===== src/rtl/j_dsp_lbus_pkg.sv =====
// Shared types for the DSP local-bus arbiter: address regions, FSM states,
// requester ids and the default host streak limit.
package j_dsp_lbus_pkg;

  localparam int STREAK_MAX_DEF = 4;

  typedef enum logic [1:0] {
    REG_RAM0 = 2'b00,
    REG_RAM1 = 2'b01,
    REG_ROM  = 2'b10,
    REG_NONE = 2'b11
  } region_e;

  typedef enum logic [1:0] {
    ST_IDLE   = 2'd0,
    ST_ACCESS = 2'd1,
    ST_RETURN = 2'd2
  } state_e;

  typedef enum logic [1:0] {
    ID_HOST = 2'd0,
    ID_LSU  = 2'd1,
    ID_PF   = 2'd2
  } id_e;

  // The 12-bit word address carries byte bits [13:2], so [11:10] is byte [13:12].
  function automatic region_e decode_region(input logic [11:0] addr);
    return region_e'(addr[11:10]);
  endfunction

endpackage


===== src/rtl/j_dsp_lbus_rr.sv =====
// Grant selection for the local bus: host priority bounded by a streak limit,
// round-robin between the load/store unit and instruction prefetch.
module j_dsp_lbus_rr
  import j_dsp_lbus_pkg::*;
#(
  parameter int STREAK_MAX = STREAK_MAX_DEF
) (
  input  logic i_clk,
  input  logic i_reset,
  input  logic i_host_elig,
  input  logic i_lsu_elig,
  input  logic i_pf_elig,
  input  logic i_take,
  output logic o_valid,
  output id_e  o_id
);

  localparam int SW = $clog2(STREAK_MAX + 1);

  logic [SW-1:0] r_streak;
  logic          r_favour_pf;
  logic          w_int_elig;
  logic          w_streak_full;
  logic          w_pick_pf;

  always_comb begin
    o_valid       = i_host_elig | i_lsu_elig | i_pf_elig;
    w_int_elig    = i_lsu_elig | i_pf_elig;
    w_streak_full = (r_streak == SW'(STREAK_MAX));
    w_pick_pf     = i_pf_elig & (~i_lsu_elig | r_favour_pf);
    o_id          = ID_HOST;
    if (!i_host_elig || (w_streak_full && w_int_elig))
      o_id = w_pick_pf ? ID_PF : ID_LSU;
  end

  // Host grants count up and saturate; any internal grant clears the streak.
  always_ff @(posedge i_clk) begin
    if (i_reset) begin
      r_streak    <= '0;
      r_favour_pf <= 1'b0;
    end else if (i_take && o_valid) begin
      if (o_id == ID_HOST) begin
        if (!w_streak_full)
          r_streak <= r_streak + SW'(1);
      end else begin
        r_streak    <= '0;
        r_favour_pf <= (o_id == ID_LSU);
      end
    end
  end

endmodule


===== src/rtl/j_dsp_lbus_arb.sv =====
// Local-bus arbiter and address decoder in front of the DSP RAM/ROM port:
// one access in flight, fixed three-cycle request-to-ack latency.
module j_dsp_lbus_arb
  import j_dsp_lbus_pkg::*;
#(
  parameter int STREAK_MAX = STREAK_MAX_DEF
) (
  input  logic        sys_clk,
  input  logic        reset,
  input  logic        host_req,
  input  logic        host_we,
  input  logic [11:0] host_addr,
  input  logic [31:0] host_wdata,
  output logic        host_ack,
  input  logic        lsu_req,
  input  logic        lsu_we,
  input  logic [11:0] lsu_addr,
  input  logic [31:0] lsu_wdata,
  output logic        lsu_ack,
  input  logic        pf_req,
  input  logic [11:0] pf_addr,
  output logic        pf_ack,
  output logic [31:0] rdata,
  output logic        err,
  output logic [9:0]  ram_addr,
  output logic [1:0]  ramen,
  output logic        romen,
  output logic        gpu_memw,
  output logic [31:0] ram_wdata,
  input  logic [31:0] ram_rdata
);

  state_e      r_state;
  state_e      w_next;
  logic        r_we;
  logic        r_bad;
  id_e         r_id;
  logic        w_grant_valid;
  id_e         w_grant_id;
  logic [11:0] w_sel_addr;
  logic        w_sel_we;
  logic [31:0] w_sel_wdata;
  region_e     w_sel_region;
  logic        w_sel_bad;

  j_dsp_lbus_rr #(.STREAK_MAX(STREAK_MAX)) u_rr (
    .i_clk      (sys_clk),
    .i_reset    (reset),
    .i_host_elig(host_req & ~host_ack),
    .i_lsu_elig (lsu_req & ~lsu_ack),
    .i_pf_elig  (pf_req & ~pf_ack),
    .i_take     (r_state == ST_IDLE),
    .o_valid    (w_grant_valid),
    .o_id       (w_grant_id)
  );

  always_ff @(posedge sys_clk) begin
    if (reset) r_state <= ST_IDLE;
    else       r_state <= w_next;
  end

  always_comb begin
    w_next = r_state;
    case (r_state)
      ST_IDLE:   if (w_grant_valid) w_next = ST_ACCESS;
      ST_ACCESS: w_next = ST_RETURN;
      ST_RETURN: w_next = ST_IDLE;
      default:   w_next = ST_IDLE;
    endcase
  end

  // ROM writes and the unmapped region never reach the memory port.
  always_comb begin
    w_sel_addr  = host_addr;
    w_sel_we    = host_we;
    w_sel_wdata = host_wdata;
    case (w_grant_id)
      ID_LSU: begin
        w_sel_addr  = lsu_addr;
        w_sel_we    = lsu_we;
        w_sel_wdata = lsu_wdata;
      end
      ID_PF: begin
        w_sel_addr  = pf_addr;
        w_sel_we    = 1'b0;
        w_sel_wdata = '0;
      end
      default: ;
    endcase
    w_sel_region = decode_region(w_sel_addr);
    w_sel_bad    = (w_sel_region == REG_NONE) || ((w_sel_region == REG_ROM) && w_sel_we);
  end

  always_ff @(posedge sys_clk) begin
    if (reset) begin
      r_we      <= 1'b0;
      r_bad     <= 1'b0;
      r_id      <= ID_HOST;
      ram_addr  <= '0;
      ram_wdata <= '0;
      ramen     <= 2'b00;
      romen     <= 1'b0;
      gpu_memw  <= 1'b0;
      rdata     <= '0;
      host_ack  <= 1'b0;
      lsu_ack   <= 1'b0;
      pf_ack    <= 1'b0;
      err       <= 1'b0;
    end else begin
      host_ack <= 1'b0;
      lsu_ack  <= 1'b0;
      pf_ack   <= 1'b0;
      err      <= 1'b0;
      case (r_state)
        ST_IDLE: if (w_grant_valid) begin
          r_we      <= w_sel_we;
          r_bad     <= w_sel_bad;
          r_id      <= w_grant_id;
          ram_addr  <= w_sel_addr[9:0];
          ram_wdata <= w_sel_wdata;
          gpu_memw  <= w_sel_we & ~w_sel_bad;
          ramen     <= 2'b00;
          romen     <= 1'b0;
          if (!w_sel_bad) begin
            case (w_sel_region)
              REG_RAM0: ramen <= 2'b01;
              REG_RAM1: ramen <= 2'b10;
              REG_ROM:  romen <= 1'b1;
              default:  ;
            endcase
          end
        end
        ST_ACCESS: begin
          ramen    <= 2'b00;
          romen    <= 1'b0;
          gpu_memw <= 1'b0;
        end
        ST_RETURN: begin
          rdata <= (r_we | r_bad) ? '0 : ram_rdata;
          err   <= r_bad;
          case (r_id)
            ID_HOST: host_ack <= 1'b1;
            ID_LSU:  lsu_ack  <= 1'b1;
            ID_PF:   pf_ack   <= 1'b1;
            default: ;
          endcase
        end
        default: ;
      endcase
    end
  end

endmodule


===== config.mk =====
export PLATFORM = sky130hd
export DESIGN_NAME = j_dsp_lbus_arb
export DESIGN_NICKNAME = d
export VERILOG_FILES = /design/src/rtl/j_dsp_lbus_pkg.sv /design/src/rtl/j_dsp_lbus_rr.sv /design/src/rtl/j_dsp_lbus_arb.sv
export SDC_FILE = /design/constraint.sdc
export NUM_CORES = 1
export LEC_CHECK = 0
export ABC_CLOCK_PERIOD_IN_PS = 5600
export BUFFER_PORTS_ARGS = -buffer_cell sky130_fd_sc_hd__buf_2
export CELL_PAD_IN_SITES_DETAIL_PLACEMENT = 1
export CELL_PAD_IN_SITES_GLOBAL_PLACEMENT = 2
export CORE_ASPECT_RATIO = 0.9
export CORE_MARGIN = 1
export CORE_UTILIZATION = 26
export CTS_CLUSTER_SIZE = 8
export DETAILED_ROUTE_END_ITERATION = 8
export PLACE_DENSITY_LB_ADDON = 0.1
export REMOVE_ABC_BUFFERS = 1
export SYNTH_ARGS = -nofsm -noshare
export SYNTH_HDL_FRONTEND = slang
export SYNTH_SLANG_ARGS = --single-unit

===== constraint.sdc =====
create_clock -name sys_clk -period 5.6 [get_ports sys_clk]
set_clock_uncertainty 0.05 [all_clocks]
set_input_delay 1.68 -clock sys_clk [delete_from_list [all_inputs] [get_ports sys_clk]]
set_output_delay 1.68 -clock sys_clk [all_outputs]
set_load 0.01 [all_outputs]

==> results of run 1 <==
-- where the power goes --
part | internal, uW | switching [uW] | leakage [uW]
clock network | 348 | 276 | 0.000142
logic | 148 | 195 | 0.00175
registers | 709 | 29.7 | 0.000755
-- worst reg2reg max path, stage by stage (launching register included) --
cell and delay (ns):
dfxtp_1 0.34, nand2b_1 0.43, a21boi_4 0.87, buf_12 0.31
mux2i_1 0.21, o21ai_0 0.10
-- area by class of cell --
type / instances / area share (%)
Clock inverter: 7 / 1.39
Inverter: 5 / 0.342
Sequential cell: 92 / 33.6
Timing Repair Buffer: 229 / 21.5
Multi-Input combinational cell: 299 / 34.5
Tap cell: 198 / 4.52
Clock buffer: 9 / 4.11
-- Yosys cell counts (3+ instances only) --
cell type / count
inv_1: 5
nand2b_1: 4
o211a_1: 10
a32oi_1: 3
a21oi_1: 7
buf_2: 10
nand3_1: 33
o21ai_0: 10
mux2i_1: 13
dfxtp_1: 92
a22oi_1: 32
o221ai_1: 10
a311oi_1: 27
and2_1: 3
clkbuf_1: 22
nor3_1: 5
buf_4: 6
nand2_1: 40
nor2_1: 76
-- logic make-up after synthesis --
kind of cell | count (synthesis) | share of synthesized area (%)
and+or+nand+nor | 172 | 19.4
AOI/OAI and AO/OA | 108 | 22.4
DFF | 92 | 47.1
buffers and inverters | 44 | 5.12
muxes | 17 | 5.25
adders and majority gates | 2 | 0.641
-- per-stage QoR --
step | area, um^2 | hold slack, ns | util, %
3_3_place_gp | 5180 | 0.397 | 35.2
3_5_place_dp | 5180 | 0.417 | 35.2
6_report | 5480 | 0.415 | 37.3
5_1_grt | 5480 | 0.449 | 37.3
2_1_floorplan | 3720 | 0.384 | -
4_1_cts | 5480 | 0.427 | 37.3
-- sequential cells by signal (all words and copies together) (netlist names), 2 cells and up --
name and cells:
ram_wdata 32, rdata 32, ram_addr 10, u_rr.r_streak 3, r_id 2, r_state 2
ramen 2
-- per-layer routing --
| metal | track usage, % | up-vias |
|---|---|---|
| li1 | - | 1982 |
| met3 | 5.28 | 16 |
| met2 | 31.2 | 133 |
| met4 | 5.51 | 0 |
| met1 | 21.8 | 1944 |
| met5 | 0 | - |
-- cell usage in the layout (no fill, tap or decap), types with 2 or more instances in the layout --
cell	synthesis	final
ha_1	2	2
nor2_1	76	76
a311oi_1	27	27
mux2_4	2	2
o21ai_0	10	10
o211a_1	10	10
a21oi_1	7	7
clkinv_4	0	2
clkinvlp_4	0	2
buf_4	6	8
and3_1	2	2
nor4b_1	2	2
nand2b_1	4	4
nand3_1	33	33
clkbuf_16	0	9
buf_2	10	220
inv_1	5	5
mux2i_4	2	2
nor3_1	5	4
nand2_1	40	40
a32oi_1	3	3
o221ai_1	10	10
a22oi_1	32	32
mux2i_1	13	13
and2_1	3	3
nand3b_1	2	2
dfxtp_1	92	92
-- worst paths after layout --
path                               start      endpoint  slack, ns  cells past startpoint
worst max-delay path            host_req  ram_wdata[4]       2.17                      6
worst min-delay path            gpu_memw      gpu_memw       0.42                      2
worst max register to register  host_ack  ram_wdata[4]       3.14                      5
worst min register to register  gpu_memw      gpu_memw       0.42                      2
==> summary.txt, run 1 <==
Global routing
  • Pin count of the biggest net entering global routing: 74
  • Global Route Usage Sum: a little under a fifth
  • Number of antenna violations at the first check in global routing: 0
  • Grt total ovfl: 0
  • Vias in the first global route: 4,352
  • First-pass GRT wire length: 22,400 um

Timing
  • Shortest period the worst path allows: roughly 3.4 ns
  • RSZ-0062 raised after global routing: no
  • Fin. max-slew vios: 0
  • Peak Freq: about 300 MHz
  • Endpoints failing hold: 0
  • Finish-stage setup viols: 0
  • Period utilization: about three fifths
  • Worst-Margin Slew: ~0.94 ns
  • Slew HR: 37.0%
  • Final Worst Setup Slack: 2.17 ns
  • Setup TNS: 0 ns

Synthesis
  • Yosys Warn Count: 0
  • Number of distinct library cells after synthesis: 39
  • Post-synth EDFFs: 0
  • Synth area leaders: dfxtp_1 47%, nor2_1 7.3%, a22oi_1 6.1%
  • Syn avg cell area: 8.98 um^2
  • Share of the synthesized area in the top cell type: 47.1%
  • Sequential fraction of the synthesis area: around 47%
  • Post-synth top flop: dfxtp_1
  • FF+latch count, synth: between 90 and 100
  • Syn Inst Count: roughly 440
  • Asr flop ratio synth: 0%
  • Mapped cell area: ~3900 um^2
  • Synth area leader: dfxtp_1

Setup path
  • Worst setup EP type: register
  • Slowest cell delay on critical path: slightly below 0.9 ns
  • Critical Path Source Type: input port
  • Crit-path slowest cell: a21boi_4
  • Arrival @ worst endpoint: roughly 3.6 ns
  • Number of buffers and inverters on the critical path: 2
  • Critical-path cell list: buf_2 -> nand2b_1 -> a21boi_4 -> buf_12 -> mux2i_1 -> o21ai_0
  • Crit Path Max Fanout: 39
  • Critical path type: in -> reg
  • Top Family by Delay on Critical Path: compound AO/OA/AOI/OAI gates
  • Worst Path Required: ~5.8 ns

Placement
  • Pre-CTS setup slack: ~1.8 ns
  • GPL Wtd Cong: around 0.76
  • DP HPWL: a little under 10,000 um
  • Dpl cells: roughly 800
  • I/O Buffers: 220

Floorplan
  • Die area: between 15,000 and 20,000 um^2
  • Die Height: about 120 um
  • CORE AREA: roughly 15,000 um^2
  • Die W: around 130 um
  • Total I/O pin count: roughly 220
  • Num rows: 42
  • Initial Util: 26.5%

Clock tree
  • Max Buffers Root-to-Sink: 2
  • Clock-pin slew of the registers on the worst-case setup and hold paths: roughly 0.070 ns
  • Clk_lat worst skew: 0.35 ns
  • Clk sinks: between 90 and 100
  • CTS tree: done
  • H-tree Lvls: 3
  • Post-CTS setup buffers: 0
  • Cts repair resizes: 0
  • CTS Hold Bufs: 0
  • Number of CTS-inserted buffers: 9
  • CTS root buf: clkbuf_16

Detailed routing
  • Metal-1 WL: roughly 6000 um
  • Routed wire length: ~14,000 um
  • Metal2 WL: roughly 6600 um
  • Met3 Routed Length: 817 um
  • Routed len/inst: roughly 16 um
  • Top sig layer: met4
  • DR iter-0 viols: roughly 110
  • Via Count: 4,075
  • Drt first pass iters: 4
  • DRC viols: 0
  • ANT nets after route: 0
  • Via-to-Cell Ratio: around 4.9

Finish
  • Antenna cells: 0
  • Area of the multi-input gates: 1890 um^2
  • Fill count: ~1,800
  • Layout net count: 777
  • Area grow syn2layout: 40.4%
  • Ratio of cells with drive above 1 in the final layout: 40.1%
  • Post-Layout Cell Count: 839
  • FF/Latch Area: roughly 1800 um^2

Hold path
  • Hold Path Class: reg -> reg

Status
  • Status: completed

Power
  • Tot Pwr: roughly 1700 uW
  • Peak VDD IR: between 0.0001 and 0.00015 V
  • Lkg Pwr: around 0.0026 uW
  • PD cells: 311 nW/um^2

Run
  • # Max-Cap Violations: 0
Power figures use the tool's default switching activity.
==> run 2: changes to the inputs <==
--- a/config.mk
+++ b/config.mk
@@ -5,13 +5,13 @@
 export SDC_FILE = /design/constraint.sdc
 export NUM_CORES = 1
 export LEC_CHECK = 0
-export ABC_CLOCK_PERIOD_IN_PS = 5600
+export ABC_CLOCK_PERIOD_IN_PS = 2900
 export BUFFER_PORTS_ARGS = -buffer_cell sky130_fd_sc_hd__buf_2
 export CELL_PAD_IN_SITES_DETAIL_PLACEMENT = 1
 export CELL_PAD_IN_SITES_GLOBAL_PLACEMENT = 2
 export CORE_ASPECT_RATIO = 0.9
 export CORE_MARGIN = 1
-export CORE_UTILIZATION = 26
+export CORE_UTILIZATION = 21
 export CTS_CLUSTER_SIZE = 8
 export DETAILED_ROUTE_END_ITERATION = 8
 export PLACE_DENSITY_LB_ADDON = 0.1
==> constraint.sdc (replaced) <==
create_clock -name sys_clk -period 2.9 [get_ports sys_clk]
set_clock_uncertainty 0.05 [all_clocks]
set_input_delay 0.87 -clock sys_clk [delete_from_list [all_inputs] [get_ports sys_clk]]
set_output_delay 0.87 -clock sys_clk [all_outputs]
set_load 0.01 [all_outputs]
==> run 2 against run 1 <==
Worst hold slack lost 0.0050 ns. Core utilization shrank 6.0 points. Sequential power grew 92%. Flip-flop and latch count is the same. First-iteration DRC count grew 34%. Via count grew 0.76%. Final cell count grew 5.7%. Combinational power grew 100%. Critical path depth grew 1. Largest cell class unchanged.
==> summary.txt, run 2 (synthesis results as in run 1) <==
Status
  • Status: completed

Power
  • PD cells: just under 600 nW/um^2
  • Peak VDD IR: about 0.00025 V
  • Lkg Pwr: 0.00268 uW

Detailed routing
  • Routed wire length: ~15,000 um
  • Met3 Routed Length: 790 um
  • Via Count: roughly 4,100
  • Metal2 WL: 7210 um
  • Via-to-Cell Ratio: approximately 4.6
  • DRC viols: 0
  • Routed len/inst: around 17 um
  • Metal-1 WL: just under 7000 um
  • Top sig layer: met4
  • Drt first pass iters: 4
  • ANT nets after route: 0
  • DR iter-0 viols: ~150

Setup path
  • Critical path type: in -> reg
  • Critical Path Source Type: input port
  • Worst Path Required: ~3.1 ns
  • Crit Path Max Fanout: 27
  • Register-to-Register Path Depth: 6
  • Worst setup EP type: register
  • Arrival @ worst endpoint: 2.45 ns

Timing
  • RSZ-0062 raised after global routing: no
  • Peak Freq: 444 MHz
  • Endpoints failing hold: 0
  • Finish-stage setup viols: 0
  • Slew HR: around 44%
  • Period utilization: about 78%
  • Worst-Margin Slew: between 0.8 and 0.9 ns
  • Fin. max-slew vios: 0
  • Shortest period the worst path allows: 2.25 ns
  • Setup TNS: 0 ns

Finish
  • Ratio of cells with drive above 1 in the final layout: 40.2%
  • Top flop regs: ram_wdata: 32 flops, rdata: 32 flops, ram_addr: 10 flops
  • Most common cell after layout, fill and taps aside: buf_2
  • Area grow syn2layout: 43.0%
  • Final core occ: between 30% and 40%
  • Antenna cells: 0
  • Layout net count: 783
  • Commonest non-fill, non-tap cells in the layout: 220 x buf_2, 92 x dfxtp_1, 76 x nor2_1

Clock tree
  • CTS root buf: clkbuf_16
  • Clock-pin slew of the registers on the worst-case setup and hold paths: about 0.070 ns
  • H-tree Lvls: 3
  • Number of CTS-inserted buffers: 9
  • Cts repair resizes: 0
  • Clk_lat worst skew: 0.34 ns
  • Clk sinks: between 90 and 100
  • CTS Hold Bufs: 0
  • CTS tree: done
  • Max Buffers Root-to-Sink: 2
  • Post-CTS setup buffers: 0

Placement
  • GPL Wtd Cong: roughly 0.71
  • I/O Buffers: between 200 and 250
  • DP HPWL: approximately 11,000 um

Floorplan
  • CORE AREA: about 18,000 um^2
  • Die W: 146 um
  • Num rows: 46
  • Total I/O pin count: roughly 220
  • Die Height: 131 um
  • Initial Util: between 20% and 30%
  • Die area: 19,200 um^2

Global routing
  • First-pass GRT wire length: 24,200 um
  • Grt total ovfl: 0
  • Number of antenna violations at the first check in global routing: 0
  • Global Route Usage Sum: between 10% and 20%
  • Pin count of the biggest net entering global routing: 74
  • Vias in the first global route: 4,346

Hold path
  • Hold Path Class: reg -> reg
  • Worst Hold Path Cells: 2

Run
  • # Max-Cap Violations: 0
run 2: cell types whose count changed in the layout (fill, tap and decap cells not counted):
cell / previous run / this run
buf_12: 1 / 2
buf_4: 8 / 13
clkbuf_1: 0 / 3
clkbuf_8: 0 / 1
clkinv_2: 1 / 0
clkinv_4: 2 / 1
clkinvlp_4: 2 / 1
inv_6: 1 / 0
run 2: path summary, 6_finish.rpt:
| path | from | to | slack, ns |
|---|---|---|---|
| worst max-delay path | lsu_req | ram_wdata[31] | 0.65 |
| worst min-delay path | ramen[0] | ramen[0] | 0.41 |
| worst max register to register | lsu_ack | ram_wdata[31] | 0.84 |
| worst min register to register | ramen[0] | ramen[0] | 0.41 |
run 2: final cells by class:
cell class | count | area [um^2]
Fill cell | 2159 | 12300
Multi-Input combinational cell | 299 | 1890
Sequential cell | 92 | 1840
Timing Repair Buffer | 235 | 1240
Tap cell | 240 | 300
Clock buffer | 13 | 250
Clock inverter | 3 | 46.3
Inverter | 5 | 18.8
run 2: per-stage QoR:
stage / std cells / power (uW) / hold slack [ns] / setup WS, ns / instance area (um^2)
finish: 887 / 3320 / 0.410 / 0.650 / 5590
global route: 887 / 3520 / 0.439 / 0.500 / 5590
CTS: 887 / 3390 / 0.416 / 0.621 / 5590
detailed placement: 871 / 2160 / 0.403 / 0.257 / 5290
global placement: 871 / 2140 / 0.401 / 0.335 / 5290
floorplan: 396 / 1810 / 0.384 / -3.31 / 3720
run 2: per-layer routing:
layer | up-vias | global-route usage, %
li1 | 1997 | -
met1 | 1980 | 19.9
met2 | 118 | 27.3
met3 | 11 | 4.41
met4 | 0 | 4.44
met5 | - | 0
run 2: worst max-delay path, cell delays in order:
cell	delay, ns
buf_2	0.08
nand2b_1	0.10
and2_1	0.26
o21ai_4	0.33
buf_4	0.38
nand3_1	0.13
a311oi_1	0.29
run 2: power by group:
part	internal, uW	switching, uW
clock network	696	514
registers	1370	55.0
logic	297	389
total	2360	958
==> run 3: changes to the inputs <==
--- a/config.mk
+++ b/config.mk
@@ -5,13 +5,13 @@
 export SDC_FILE = /design/constraint.sdc
 export NUM_CORES = 1
 export LEC_CHECK = 0
-export ABC_CLOCK_PERIOD_IN_PS = 2900
+export ABC_CLOCK_PERIOD_IN_PS = 2230
 export BUFFER_PORTS_ARGS = -buffer_cell sky130_fd_sc_hd__buf_2
 export CELL_PAD_IN_SITES_DETAIL_PLACEMENT = 1
 export CELL_PAD_IN_SITES_GLOBAL_PLACEMENT = 2
 export CORE_ASPECT_RATIO = 0.9
 export CORE_MARGIN = 1
-export CORE_UTILIZATION = 21
+export CORE_UTILIZATION = 24
 export CTS_CLUSTER_SIZE = 8
 export DETAILED_ROUTE_END_ITERATION = 8
 export PLACE_DENSITY_LB_ADDON = 0.1
==> constraint.sdc (replaced) <==
create_clock -name sys_clk -period 2.23 [get_ports sys_clk]
set_clock_uncertainty 0.05 [all_clocks]
set_input_delay 0.669 -clock sys_clk [delete_from_list [all_inputs] [get_ports sys_clk]]
set_output_delay 0.669 -clock sys_clk [all_outputs]
set_load 0.01 [all_outputs]
==> run 3 against run 2 <==
Count of clock-buffer cells in the layout decreased by 2. Routed wire length decreased by 4.8%. Worst hold slack improved by 0.012 ns. Largest cell class unchanged.
==> summary.txt, run 3 (synthesis results as in run 1) <==
Global routing
  • Vias in the first global route: 4,314
  • Most Crowded Layer GR: met2
  • Met3 GRT Util: roughly 4.4%
  • First-pass GRT wire length: about 22,000 um
  • Pin count of the biggest net entering global routing: 74
  • Met1 usage: 21.6%
  • Global Route Usage Sum: approximately 17%
  • Number of antenna violations at the first check in global routing: 2
  • Routing usage on met2: between 20% and 30%
  • Grt total ovfl: 0

Finish
  • Most common cell after layout, fill and taps aside: buf_2
  • Layout net count: 790
  • Fill count: just under 2,000
  • Ratio of cells with drive above 1 in the final layout: 41.0%
  • Area grow syn2layout: 43.9%
  • Commonest non-fill, non-tap cells in the layout: 220 x buf_2, 92 x dfxtp_1, 76 x nor2_1
  • Final core occ: about 36%
  • Top flop regs: ram_wdata: 32 flops, rdata: 32 flops, ram_addr: 10 flops
  • Post-Layout Cell Count: 857

Timing
  • Period utilization: 86.4%
  • Fin. max-slew vios: 0
  • Slew HR: roughly two thirds
  • Shortest period the worst path allows: 1.93 ns
  • Peak Freq: a little over 500 MHz
  • Final Worst Setup Slack: a little over 0.3 ns
  • Worst-Margin Slew: slightly above 0.5 ns
  • RSZ-0062 raised after global routing: no
  • Finish-stage setup viols: 0
  • Endpoints failing hold: 0

Power
  • Clock share of power: between 30 and 40%
  • Switching share of power: between 20% and 30%
  • Switch Pwr: ~1200 uW
  • Peak VDD IR: 0.000343 V
  • Internal power: 2970 uW
  • Power share of the sequential group: 44.0%
  • PD cells: about 750 nW/um^2
  • Lkg Pwr: between 0.002 and 0.003 uW
  • Comb pwr share: between 20% and 30%

Setup path
  • Critical path type: reg -> reg
  • Crit-path slowest cell: o21ai_0
  • Worst setup path endpoint: ram_wdata[4]
  • Critical-path cell list: nor2_1 -> o21ai_0 -> buf_4 -> o21ai_0 -> o21ai_0
  • Top cell by count, worst path: o21ai_0
  • WP depth: 5
  • Reg-to-Reg End: ram_wdata[4]
  • Worst setup EP type: register
  • Slowest cell delay on critical path: 0.44 ns
  • R2R setup slack: approximately 0.3 ns
  • Top Family by Delay on Critical Path: compound AO/OA/AOI/OAI gates
  • Register-to-Register Path Depth: 5
  • Crit Path Max Fanout: 5
  • R2R Path Start: r_state[0]
  • Number of buffers and inverters on the critical path: 1
  • CP Launch Point: r_state[0]
  • Arrival @ worst endpoint: about 2.1 ns
  • Critical Path Source Type: register
  • Worst Path Required: about 2.4 ns

Clock tree
  • Cts repair resizes: 0
  • Max Buffers Root-to-Sink: 2
  • CTS tree: done
  • Clk sinks: 92
  • H-tree Lvls: 3
  • CTS Hold Bufs: 0
  • Post-CTS setup buffers: 0
  • Clk_lat worst skew: roughly 0.34 ns
  • Clock-pin slew of the registers on the worst-case setup and hold paths: roughly 0.060 ns
  • Number of CTS-inserted buffers: 9
  • CTS root buf: clkbuf_16

Run
  • # Max-Cap Violations: 0

Floorplan
  • Die area: ~17,000 um^2
  • Die Height: 123 um
  • Total I/O pin count: about 220
  • Num rows: 43
  • Initial Util: about a quarter
  • Die W: around 140 um
  • CORE AREA: about 16,000 um^2

Placement
  • I/O Buffers: 220
  • GPL Wtd Cong: 0.811
  • Pre-CTS setup slack: -0.0318 ns
  • Dpl cells: 840
  • DP HPWL: between 10,000 and 15,000 um

Detailed routing
  • Via Count: 4,155
  • Drt first pass iters: 4
  • DR iter-0 viols: 127
  • Routed len/inst: 16.6 um
  • DRC viols: 0
  • Via-to-Cell Ratio: between 4 and 5
  • ANT nets after route: 0
  • Routed wire length: 14,300 um

Status
  • Status: completed

Hold path
  • Hold Path Class: reg -> reg
==> run 3: worst min-delay path: stages (launching register included) <==
cell,delay [ns]
dfxtp_1,0.32
nand3_1,0.07
nand2_1,0.05
==> run 3: cell type report <==
class                   count  area [um^2]  share of cell area, %
diodes                      2         5.00                 0.0890
clock buffers              11          243                   4.32
clock inverters             4         26.3                  0.467
inverters                   5         18.8                  0.334
multi-input cells         299         1890                   33.7
flip-flops and latches     92         1840                   32.8
well taps                 202          253                   4.50
repair buffers            242         1340                   23.9
==> run 3: worst min path at each step <==
stage                  start       end  slack (ns)  cells past startpoint
floorplan            r_id[0]  host_ack        0.38                      1
global placement    ramen[0]  ramen[0]        0.40                      2
detailed placement  ramen[0]  ramen[0]        0.42                      2
CTS                 ramen[0]  ramen[0]        0.43                      2
global route        ramen[0]  ramen[0]        0.46                      2
finish              gpu_memw  gpu_memw        0.42                      2
==> run 3: through the flow <==
stage                     total power, uW  cell area, um^2  hold slack [ns]  TNS (ns)
final                                4220             5620            0.423         0
after global routing                 4450             5620            0.462         0
after CTS                            4300             5620            0.428         0
after detailed placement             2830             5350            0.419   -0.0776
after global placement               2800             5350            0.396         0
after floorplan                      2360             3720            0.384   -198.27
==> run 3: metal layers <==
| metal | wire [um] | up-vias |
|---|---|---|
| li1 | - | 2012 |
| met1 | 6540 | 1992 |
| met2 | 6640 | 137 |
| met3 | 865 | 14 |
| met4 | 213 | 0 |
| met5 | 0 | - |
==> run 3: power by group through the flow <==
stage          clock (uW)  sequential (uW)  combinational (uW)
2_1_floorplan           0             1940                 413
6_report             1440             1860                 917
5_1_grt              1560             1870                1010
3_3_place_gp            0             1890                 910
3_5_place_dp            0             1890                 932
4_1_cts              1510             1860                 934
